--- src/rtl/jump_pkg.sv ---
// Shared decode constants and RAS operation type for the jump execution unit.
package jump_pkg;

  localparam logic [6:0] OPC_JAL  = 7'b1101111;
  localparam logic [6:0] OPC_JALR = 7'b1100111;
  localparam logic [2:0] F3_JALR  = 3'b000;

  localparam logic [4:0] LINK_X1 = 5'd1;
  localparam logic [4:0] LINK_X5 = 5'd5;

  typedef enum logic [1:0] {
    RAS_NONE,
    RAS_PUSH,
    RAS_POP,
    RAS_POPPUSH
  } ras_op_t;

  // x1 and x5 are the architectural link registers.
  function automatic logic is_link(input logic [4:0] r);
    return (r == LINK_X1) || (r == LINK_X5);
  endfunction

endpackage

--- src/rtl/jump_ras.sv ---
// Return-address stack: circular storage, top-of-stack pointer, saturating count.
// Ports:
//   clk_i, rst_ni   clock, async active-low reset
//   op_i            stack operation this cycle
//   push_data_i     value written on push / pop-push
//   clear_i         empties the stack (entries left stale)
//   top_o           current top entry (pre-update state)
//   nonempty_o      count is non-zero
module jump_ras
  import jump_pkg::*;
#(
  parameter int unsigned PC_W      = 32,
  parameter int unsigned RAS_DEPTH = 4
) (
  input  logic            clk_i,
  input  logic            rst_ni,
  input  ras_op_t         op_i,
  input  logic [PC_W-1:0] push_data_i,
  input  logic            clear_i,
  output logic [PC_W-1:0] top_o,
  output logic            nonempty_o
);

  localparam int unsigned PTR_W = $clog2(RAS_DEPTH);
  localparam int unsigned CNT_W = $clog2(RAS_DEPTH + 1);

  logic [PC_W-1:0]  stack_q [RAS_DEPTH];
  logic [PTR_W-1:0] tos_q, tos_d;
  logic [CNT_W-1:0] cnt_q, cnt_d;
  logic             wr_en;
  logic [PTR_W-1:0] wr_ptr;
  logic             empty;
  logic             full;

  assign empty      = (cnt_q == '0);
  assign full       = (cnt_q == CNT_W'(RAS_DEPTH));
  assign top_o      = stack_q[tos_q];
  assign nonempty_o = !empty;

  // Pointer/count update; a push on a full stack overwrites the oldest slot.
  always_comb begin
    tos_d  = tos_q;
    cnt_d  = cnt_q;
    wr_en  = 1'b0;
    wr_ptr = tos_q + PTR_W'(1);
    if (clear_i) begin
      cnt_d = '0;
    end else begin
      unique case (op_i)
        RAS_PUSH: begin
          wr_en = 1'b1;
          tos_d = tos_q + PTR_W'(1);
          cnt_d = full ? cnt_q : cnt_q + CNT_W'(1);
        end
        RAS_POP: begin
          if (!empty) begin
            tos_d = tos_q - PTR_W'(1);
            cnt_d = cnt_q - CNT_W'(1);
          end
        end
        RAS_POPPUSH: begin
          // Non-empty: replace top in place. Empty: degenerates to a push.
          wr_en = 1'b1;
          if (empty) begin
            tos_d = tos_q + PTR_W'(1);
            cnt_d = CNT_W'(1);
          end else begin
            wr_ptr = tos_q;
          end
        end
        default: ;
      endcase
    end
  end

  always_ff @(posedge clk_i or negedge rst_ni) begin
    if (!rst_ni) begin
      tos_q <= '0;
      cnt_q <= '0;
    end else begin
      tos_q <= tos_d;
      cnt_q <= cnt_d;
    end
  end

  // Storage needs no reset: entries are only read while counted valid.
  always_ff @(posedge clk_i) begin
    if (wr_en) begin
      stack_q[wr_ptr] <= push_data_i;
    end
  end

endmodule

--- src/rtl/jump_unit.sv ---
// JAL/JALR execution unit with return-address-stack prediction, 1-cycle latency.
// Ports:
//   iCLK, iRST_N            clock, async active-low reset
//   iVALID/iIR/iPC/iRS1     decoded instruction, its PC and rs1 value
//   iFLUSH                  kills this cycle's instruction and empties the RAS
//   oVALID                  registered outputs belong to an accepted jump
//   oRD/oRD_WE/oREG_IN      link writeback
//   oPCBR/oTAKEN/oMISALIGN  resolved target, redirect, misalignment exception
//   oPRED_VALID/oPRED_PC/oPRED_HIT  RAS prediction and its agreement with oPCBR
module jump_unit
  import jump_pkg::*;
#(
  parameter int unsigned XLEN      = 32,
  parameter int unsigned PC_W      = 32,
  parameter int unsigned RAS_DEPTH = 4
) (
  input  logic            iCLK,
  input  logic            iRST_N,
  input  logic            iVALID,
  input  logic [31:0]     iIR,
  input  logic [PC_W-1:0] iPC,
  input  logic [XLEN-1:0] iRS1,
  input  logic            iFLUSH,
  output logic            oVALID,
  output logic [4:0]      oRD,
  output logic            oRD_WE,
  output logic [XLEN-1:0] oREG_IN,
  output logic [PC_W-1:0] oPCBR,
  output logic            oTAKEN,
  output logic            oMISALIGN,
  output logic            oPRED_VALID,
  output logic [PC_W-1:0] oPRED_PC,
  output logic            oPRED_HIT
);

  logic [4:0]         rd, rs1;
  logic               is_jal, is_jalr, accept;
  logic signed [31:0] imm_j, imm_i;
  logic [PC_W-1:0]    jalr_sum, target, link;
  logic               misalign;
  ras_op_t            ras_op;
  logic [PC_W-1:0]    ras_top;
  logic               ras_nonempty;

  logic            valid_d, valid_q;
  logic [4:0]      rd_d, rd_q;
  logic            rd_we_d, rd_we_q;
  logic [XLEN-1:0] reg_in_d, reg_in_q;
  logic [PC_W-1:0] pcbr_d, pcbr_q;
  logic            taken_d, taken_q;
  logic            misalign_d, misalign_q;
  logic            pred_valid_d, pred_valid_q;
  logic [PC_W-1:0] pred_pc_d, pred_pc_q;
  logic            pred_hit_d, pred_hit_q;

  assign rd      = iIR[11:7];
  assign rs1     = iIR[19:15];
  assign is_jal  = (iIR[6:0] == OPC_JAL);
  assign is_jalr = (iIR[6:0] == OPC_JALR) && (iIR[14:12] == F3_JALR);
  assign accept  = iVALID && !iFLUSH && (is_jal || is_jalr);

  // Immediates held as signed 32-bit so the PC_W cast sign-extends or truncates.
  assign imm_j    = {{11{iIR[31]}}, iIR[31], iIR[19:12], iIR[20], iIR[30:21], 1'b0};
  assign imm_i    = {{20{iIR[31]}}, iIR[31:20]};
  assign jalr_sum = PC_W'(iRS1) + PC_W'(imm_i);
  assign target   = is_jal ? (iPC + PC_W'(imm_j)) : {jalr_sum[PC_W-1:1], 1'b0};
  assign link     = iPC + PC_W'(32'd4);
  assign misalign = target[1];

  // Link-register hint classification; misaligned jumps leave the RAS alone.
  always_comb begin
    ras_op = RAS_NONE;
    if (accept && !misalign) begin
      if (is_jal) begin
        if (is_link(rd)) ras_op = RAS_PUSH;
      end else begin
        unique case ({is_link(rd), is_link(rs1)})
          2'b01:   ras_op = RAS_POP;
          2'b10:   ras_op = RAS_PUSH;
          2'b11:   ras_op = (rd == rs1) ? RAS_PUSH : RAS_POPPUSH;
          default: ras_op = RAS_NONE;
        endcase
      end
    end
  end

  jump_ras #(
    .PC_W      (PC_W),
    .RAS_DEPTH (RAS_DEPTH)
  ) u_ras (
    .clk_i       (iCLK),
    .rst_ni      (iRST_N),
    .op_i        (ras_op),
    .push_data_i (link),
    .clear_i     (iFLUSH),
    .top_o       (ras_top),
    .nonempty_o  (ras_nonempty)
  );

  // Next output values; everything stays zero unless a jump is accepted.
  always_comb begin
    valid_d      = 1'b0;
    rd_d         = '0;
    rd_we_d      = 1'b0;
    reg_in_d     = '0;
    pcbr_d       = '0;
    taken_d      = 1'b0;
    misalign_d   = 1'b0;
    pred_valid_d = 1'b0;
    pred_pc_d    = '0;
    pred_hit_d   = 1'b0;
    if (accept) begin
      valid_d    = 1'b1;
      rd_d       = rd;
      rd_we_d    = !misalign && (rd != 5'd0);
      reg_in_d   = XLEN'(link);
      pcbr_d     = target;
      taken_d    = !misalign;
      misalign_d = misalign;
      if ((ras_op == RAS_POP || ras_op == RAS_POPPUSH) && ras_nonempty) begin
        pred_valid_d = 1'b1;
        pred_pc_d    = ras_top;
        pred_hit_d   = (ras_top == target);
      end
    end
  end

  always_ff @(posedge iCLK or negedge iRST_N) begin
    if (!iRST_N) begin
      valid_q      <= 1'b0;
      rd_q         <= '0;
      rd_we_q      <= 1'b0;
      reg_in_q     <= '0;
      pcbr_q       <= '0;
      taken_q      <= 1'b0;
      misalign_q   <= 1'b0;
      pred_valid_q <= 1'b0;
      pred_pc_q    <= '0;
      pred_hit_q   <= 1'b0;
    end else begin
      valid_q      <= valid_d;
      rd_q         <= rd_d;
      rd_we_q      <= rd_we_d;
      reg_in_q     <= reg_in_d;
      pcbr_q       <= pcbr_d;
      taken_q      <= taken_d;
      misalign_q   <= misalign_d;
      pred_valid_q <= pred_valid_d;
      pred_pc_q    <= pred_pc_d;
      pred_hit_q   <= pred_hit_d;
    end
  end

  assign oVALID      = valid_q;
  assign oRD         = rd_q;
  assign oRD_WE      = rd_we_q;
  assign oREG_IN     = reg_in_q;
  assign oPCBR       = pcbr_q;
  assign oTAKEN      = taken_q;
  assign oMISALIGN   = misalign_q;
  assign oPRED_VALID = pred_valid_q;
  assign oPRED_PC    = pred_pc_q;
  assign oPRED_HIT   = pred_hit_q;

endmodule

--- config.mk ---
export PLATFORM = sky130hd
export DESIGN_NAME = jump_unit
export DESIGN_NICKNAME = d
export VERILOG_FILES = /design/src/rtl/jump_pkg.sv /design/src/rtl/jump_ras.sv /design/src/rtl/jump_unit.sv
export SDC_FILE = /design/constraint.sdc
export NUM_CORES = 1
export LEC_CHECK = 0
export BUFFER_PORTS_ARGS = -buffer_cell sky130_fd_sc_hd__buf_4
export CAP_MARGIN = 5
export CORE_MARGIN = 4
export CORE_UTILIZATION = 54
export CTS_CLUSTER_DIAMETER = 60
export DETAILED_ROUTE_END_ITERATION = 10
export GPL_TIMING_DRIVEN = 1
export PLACE_DENSITY = 0.76
export SLEW_MARGIN = 20
export SYNTH_ARGS = -nofsm -noshare
export SYNTH_HDL_FRONTEND = slang
export SYNTH_SLANG_ARGS = --single-unit
export TNS_END_PERCENT = 100
--- constraint.sdc ---
create_clock -name iCLK -period 5.1 [get_ports iCLK]
set_input_delay 0.765 -clock iCLK [delete_from_list [all_inputs] [get_ports iCLK]]
set_output_delay 0.765 -clock iCLK [all_outputs]
set_load 0.02 [all_outputs]
Word level (Yosys, flattened, before mapping):

Memories as Yosys holds them, arrays and structs flattened.
Index checks and enable logic that the tools add are counted.

* equality and inequality tests: 19
* bitwise logic cells: 1
* add/sub/neg operators: 7
* multiplexer cells: 33
* reduce and logical (&&, ||, !) cells: 21

Operator list (number)
* two-way mux 32 bit: 5
* adder 32 bit: 2
* adder 32 x 3 -> 32 bit, second input constant: 1
* equality test 32 bit: 1
* equality test 7 bit, second input constant: 2
* two-way mux 2 bit: 7
* two-way mux 1 bit: 13
* two-way mux 3 bit: 4
* case mux 2 bit (3 select lines): 2
* equality test 5 x 1 -> 1 bit, second input constant: 2
* equality test 5 x 3 -> 1 bit, second input constant: 2
* case mux 3 bit (3 select lines): 1
* equality test 2 bit, second input constant: 4
* logical AND 1 bit: 6
* zero test 3 bit: 2
* inequality test 3 bit, second input constant: 2
* equality test 5 bit: 1
* two-way mux 5 bit: 1
* nonzero test 5 bit: 1
* equality test 2 x 1 -> 1 bit, second input constant: 2
* logical OR 1 bit: 4
* AND reduction 4 bit: 1
* nonzero test 4 bit: 1
* adder 3 x 1 -> 3 bit, second input constant: 1
* 11 further kinds: 13

* memories kept: 1
* bits in writable memories: 128
* bits in registers: 112

Memories
* u_ras.stack_q: words 4, width 32, read ports 1, clocked after memory_dff 0, wr ports 1, RTL line jump_ras.sv:27 `logic [PC_W-1:0] stack_q [RAS_DEPTH];`

Logic depth before layout (Yosys ltp):

* word-level depth: 12
* gate-level depth with buffers: 14
* depth with buffers taken out: 13

Hierarchy:

From an unflattened synthesis, not the netlist that was laid out.

* cell total of the unflattened synthesis: 1298
* area total of the unflattened synthesis: 14134.8 um2

By module, submodules not included
* jump_unit: instances 1, cells each 1072, sequential area each 2652.5 um2, area an instance 9012.4 um2
* jump_ras: instances 1, cells each 226, sequential area each 3968.8 um2, area an instance 5122.4 um2

Worst setup path before layout:

Ideal clock, no wire load.

* path type: input to register
* start point: input iIR[16]
* end point: memory u_ras.stack_q[2][0] (enable)
* library setup time: 0.432 ns
* setup slack: 0.670 ns
* data arrival time: 3.998 ns
* path buffers: 1
* required time: 4.668 ns
* cell stages on the path: 6
* cell sequence: or4b_4 > a21oi_2 > or3b_1 > buf_6 > or3b_2 > a21oi_1

* cells in the longest elaborated chain, start to end: 12
* elaborated cells between the ends (all ways): 20
* those cells by class: 8 x eq/ne; 10 x mux; 2 x reduce/logical

Ends and longest elaborated chain
* start, declared: RTL line jump_unit.sv:20 `input logic [31:0] iIR,`
* equality test 5 x 1 -> 1 bit / equality test 5 x 3 -> 1 bit (equally long branches): RTL line jump_pkg.sv:20 `return (r == LINK_X1) || (r == LINK_X5);`
* logical OR 1 bit: RTL line jump_pkg.sv:20
* equality test 2 bit / equality test 2 x 1 -> 1 bit (equally long branches): RTL line jump_unit.sv:77 `unique case ({is_link(rd), is_link(rs1)})`
* case mux 2 bit (3 select lines) *: RTL line jump_unit.sv:77
* two-way mux 2 bit *: RTL line jump_unit.sv:74 `if (is_jal) begin`
* two-way mux 2 bit *: RTL line jump_unit.sv:73 `if (accept && !misalign) begin`
* equality test 2 bit / equality test 2 x 1 -> 1 bit (equally long branches): RTL line jump_ras.sv:49 `unique case (op_i)`
* OR reduction 2 bit (no line)
* two-way mux 1 bit: RTL line jump_ras.sv:49
* two-way mux 1 bit: RTL line jump_ras.sv:46 `if (clear_i) begin`
* two-way mux 1 bit: RTL line jump_ras.sv:88 `if (wr_en) begin`
* two-way mux 1 bit (implied by the code): RTL line jump_ras.sv:89 `stack_q[wr_ptr] <= push_data_i;`
* end, declared: RTL line jump_ras.sv:27

Mark *: on every way between the ends. The rest lies on a longest branch, timed or not.

Worst setup path in the final report:

* start point: input iPC[1]
* end point: register pred_hit_q, in the netlist oPRED_HIT

* cells in the longest elaborated chain, start to end: 10
* elaborated cells between the ends (all ways): 12
* those cells by class: 1 x add/sub; 3 x eq/ne; 4 x mux; 4 x reduce/logical

Ends and longest elaborated chain
* start, declared: RTL line jump_unit.sv:21 `input logic [PC_W-1:0] iPC,`
* adder 32 bit *: RTL line jump_unit.sv:66 `assign target = is_jal ? (iPC + PC_W'(imm_j)) : {jalr_sum[PC_W-1:1], 1'b0};`
* two-way mux 32 bit *: RTL line jump_unit.sv:66
* zero test 1 bit: RTL line jump_unit.sv:73
* logical AND 1 bit: RTL line jump_unit.sv:73
* two-way mux 2 bit: RTL line jump_unit.sv:73
* equality test 2 bit: RTL line jump_unit.sv:120 `if ((ras_op == RAS_POP || ras_op == RAS_POPPUSH) && ras_nonempty) begin`
* logical OR 1 bit: RTL line jump_unit.sv:120
* logical AND 1 bit: RTL line jump_unit.sv:120
* two-way mux 1 bit *: RTL line jump_unit.sv:120
* two-way mux 1 bit *: RTL line jump_unit.sv:112 `if (accept) begin`
* named net pred_hit_d: RTL line jump_unit.sv:54 `logic pred_hit_d, pred_hit_q;`
* end signal, assigned: RTL line jump_unit.sv:150 `pred_hit_q <= pred_hit_d;`
* end, declared: RTL line jump_unit.sv:54

The timed path passes the listed nets; every way through them passes the cells marked *.
A chain may end at the register's enable or synchronous reset.

==> impl_metrics.ini <==
[status]
status = complete, no violations

[cts]
cts_resized = 0
numClockSinks = 239
numCtsBuffers = 25
htreeDepth = 1
root_buffer = clkbuf_16
cts_tree = built
ctsLongestPathBuffers = 3
clkLatencyLatePin_ps = 520
post_cts_buffers = 0
clkTransAtPathRegs_ps = 60
hold_buffers = 0

[routing]
via_count = 10600
routed_wl_um = 38100
dr.pass1.iters = 7
drc = 0
drt_iter0_markers = 1234
ant_nets = 0
wl_per_cell_um = 21.7
vias_per_cell = 6.03

[sta]
fin_tns_setup_ps = 0
clock_skew_ps = 12.6
hold_viol_final = 0
timing.fmax_ghz = 0.246
slew_viol_final = 0
relSlewSlack = 0.502
min_period_ps = 4070
fin_crit_sh = 0.798
setup_viol = 0
tightest_slew_ps = 729
rsz0062_at_grt = no

[worst_hold_path]
min_path_type = input pin to asynchronous set/reset pin

[critical_path]
critical_path.max_fanout = 6
critPathArrivalTime_ps = 4490
crit_type = input pin to flip-flop
required_ps = 5530
endpoint_kind = flip-flop
r2r-start = u_ras.tos_q[0]
start_kind = input pin
crit_start = iPC[1]

[synthesis]
synthCells = 1229
synth_seq_cells = 239
syn_area_um2 = 13600
yosysUniqueCellTypes = 89
yosysSeqAreaShare = 0.487
syn_nets = 1393
synth_ff_type = edfxtp_1
syn_area_per_cell_um2 = 11.1
synth_edf_count = 128
synthArstFlopShare = 0.464
synth_warnings = 0

[global_route]
grt_pass1_wl_um = 59900
antenna_found_initial = 0
grt_overflow = 0
grt_usage = 0.269
grt_pass1_vias = 10600
grt_max_degree = 59

[pwr]
powerDensity_nw_per_um2 = 288
peakVddDrop_v = 0.000232
total_leakage_power_nw = 6.89

[layout]
area_growth_pct = 19.4
mostFrequentLayoutCell = buf_4
drive_gt1_frac = 0.231
final_nets = 1577
finalNonFillerCells = 1755
antenna_cells = 0
layout_common_cells = 221 x buf_4, 128 x edfxtp_1, 110 x dfrtp_1

[placed_design]
dp_cells = 1710
io_buffer_count = 206
dp_hpwl_um = 28300
gp_congestion = 0.932

[die]
fp-row-count = 57
die_h_um = 167
core_area_um2 = 24500
ioPinCount = 207
initial_utilization = 0.554
die_area_um2 = 27800
die_width_um = 167

[run]
drv_cap = 0
==> stage by stage <==
| step | power (W) | utilization | setup WS (ps) | hold slack (ps) | area (um2) |
|---|---|---|---|---|---|
| after global placement | 0.00286 | 0.627 | 594 | 538 | 15400 |
| final | 0.00467 | 0.661 | 1030 | 44.4 | 16200 |
| after floorplan | 0.00261 | - | 670 | 469 | 13600 |
| after detailed placement | 0.00287 | 0.627 | 547 | 562 | 15400 |
| after global routing | 0.00488 | 0.661 | 785 | 32.5 | 16200 |
| after CTS | 0.00469 | 0.661 | 1080 | 26.3 | 16200 |
==> worst max-delay path: stages <==
cell and delay [ps]:
buf_4 140, ha_1 210, fa_1 410, a21o_1 230, a311o_1 390, a211oi_2 370, or4b_1 190, o2111ai_2 140
xnor2_1 170, a221o_1 360, nor4_2 150, nand4_1 170, or4_4 540, nor4b_2 260
==> registers in the layout, indices dropped and copies added (netlist names) <==
name / count
u_ras.stack_q: 128
oPCBR: 32
oPRED_PC: 32
oREG_IN: 32
oRD: 5
u_ras.cnt_q: 3
u_ras.tos_q: 2
oPRED_HIT: 1
oPRED_VALID: 1
oRD_WE: 1
oTAKEN: 1
oVALID: 1
==> power by group <==
| part | total (W) | switching (W) | leakage, nW | internal (W) |
|---|---|---|---|---|
| combinational | 0.000801 | 0.000478 | 3.79 | 0.000323 |
| sequential | 0.00204 | 0.00000220 | 2.70 | 0.00204 |
| clock | 0.00183 | 0.000729 | 0.401 | 0.00110 |
| total | 0.00467 | 0.00121 | 6.89 | 0.00346 |
==> layout make-up <==
class                           instances  area [um2]
Inverter                               20        75.1
Timing Repair Buffer                  221        1660
Clock buffer                           34         689
Clock inverter                         11         141
Sequential cell                       239        6620
Tap cell                              324         405
Fill cell                            1869        8310
Multi-Input combinational cell        906        6630
==> worst paths after layout <==
kind / depth (start not counted) / slack (ps) / end
min reg2reg: 2 / 580 / u_ras.cnt_q[1]
max reg2reg: 10 / 1470 / oPRED_HIT
min in group iCLK: 2 / 450 / oPCBR[0]
max: 14 / 1030 / oPRED_HIT
max in group asynchronous: 2 / 4100 / oPCBR[30]
min: 1 / 40 / oTAKEN
==> per-layer routing <==
| layer | wire [um] | track usage |
|---|---|---|
| met5 | 0 | 0 |
| met4 | 678 | 0.0505 |
| met3 | 3020 | 0.0578 |
| met2 | 17400 | 0.419 |
| met1 | 17000 | 0.397 |
==> cell families after synthesis <==
logic type / count (synthesis) / share of synthesized area
AO/OA/AOI/OAI: 264 / 0.127
XOR/XNOR: 99 / 0.0648
adder cells (fa/ha/maj): 64 / 0.0606
buffers and inverters: 84 / 0.0263
flip-flops: 239 / 0.487
multiplexers: 52 / 0.0682
AND/OR/NAND/NOR: 427 / 0.166
==> synth_stat cells (4+ instances only) <==
cell type	instances	area (um2)
a21oi_1	78	390
nor2_1	90	338
or3_1	5	31.3
mux4_2	32	721
a21boi_0	4	30.0
or2_2	4	25.0
a31oi_1	16	100
ha_1	61	763
nand2_1	87	327
o21ai_1	7	35.0
dfrtp_1	111	2780
a21o_1	31	233
edfxtp_1	128	3840
inv_1	20	75.1
clkbuf_1	44	165
a211oi_1	15	113
buf_2	12	60.1
and4_1	9	78.8
nor4_1	4	25.0
o211ai_1	15	113
nor2b_1	5	31.3
xor2_1	40	350
o21ai_0	44	220
nand4_1	31	194
nor3b_1	4	30.0
mux2i_1	15	150
o21a_1	9	67.6
and2_1	75	469
xnor2_1	58	508
nand2b_1	11	68.8
mux2_2	5	56.3
nand3_1	35	175
and3_1	13	81.3
nor3_1	30	150
No activity file was read; power rests on OpenSTA's default activity.
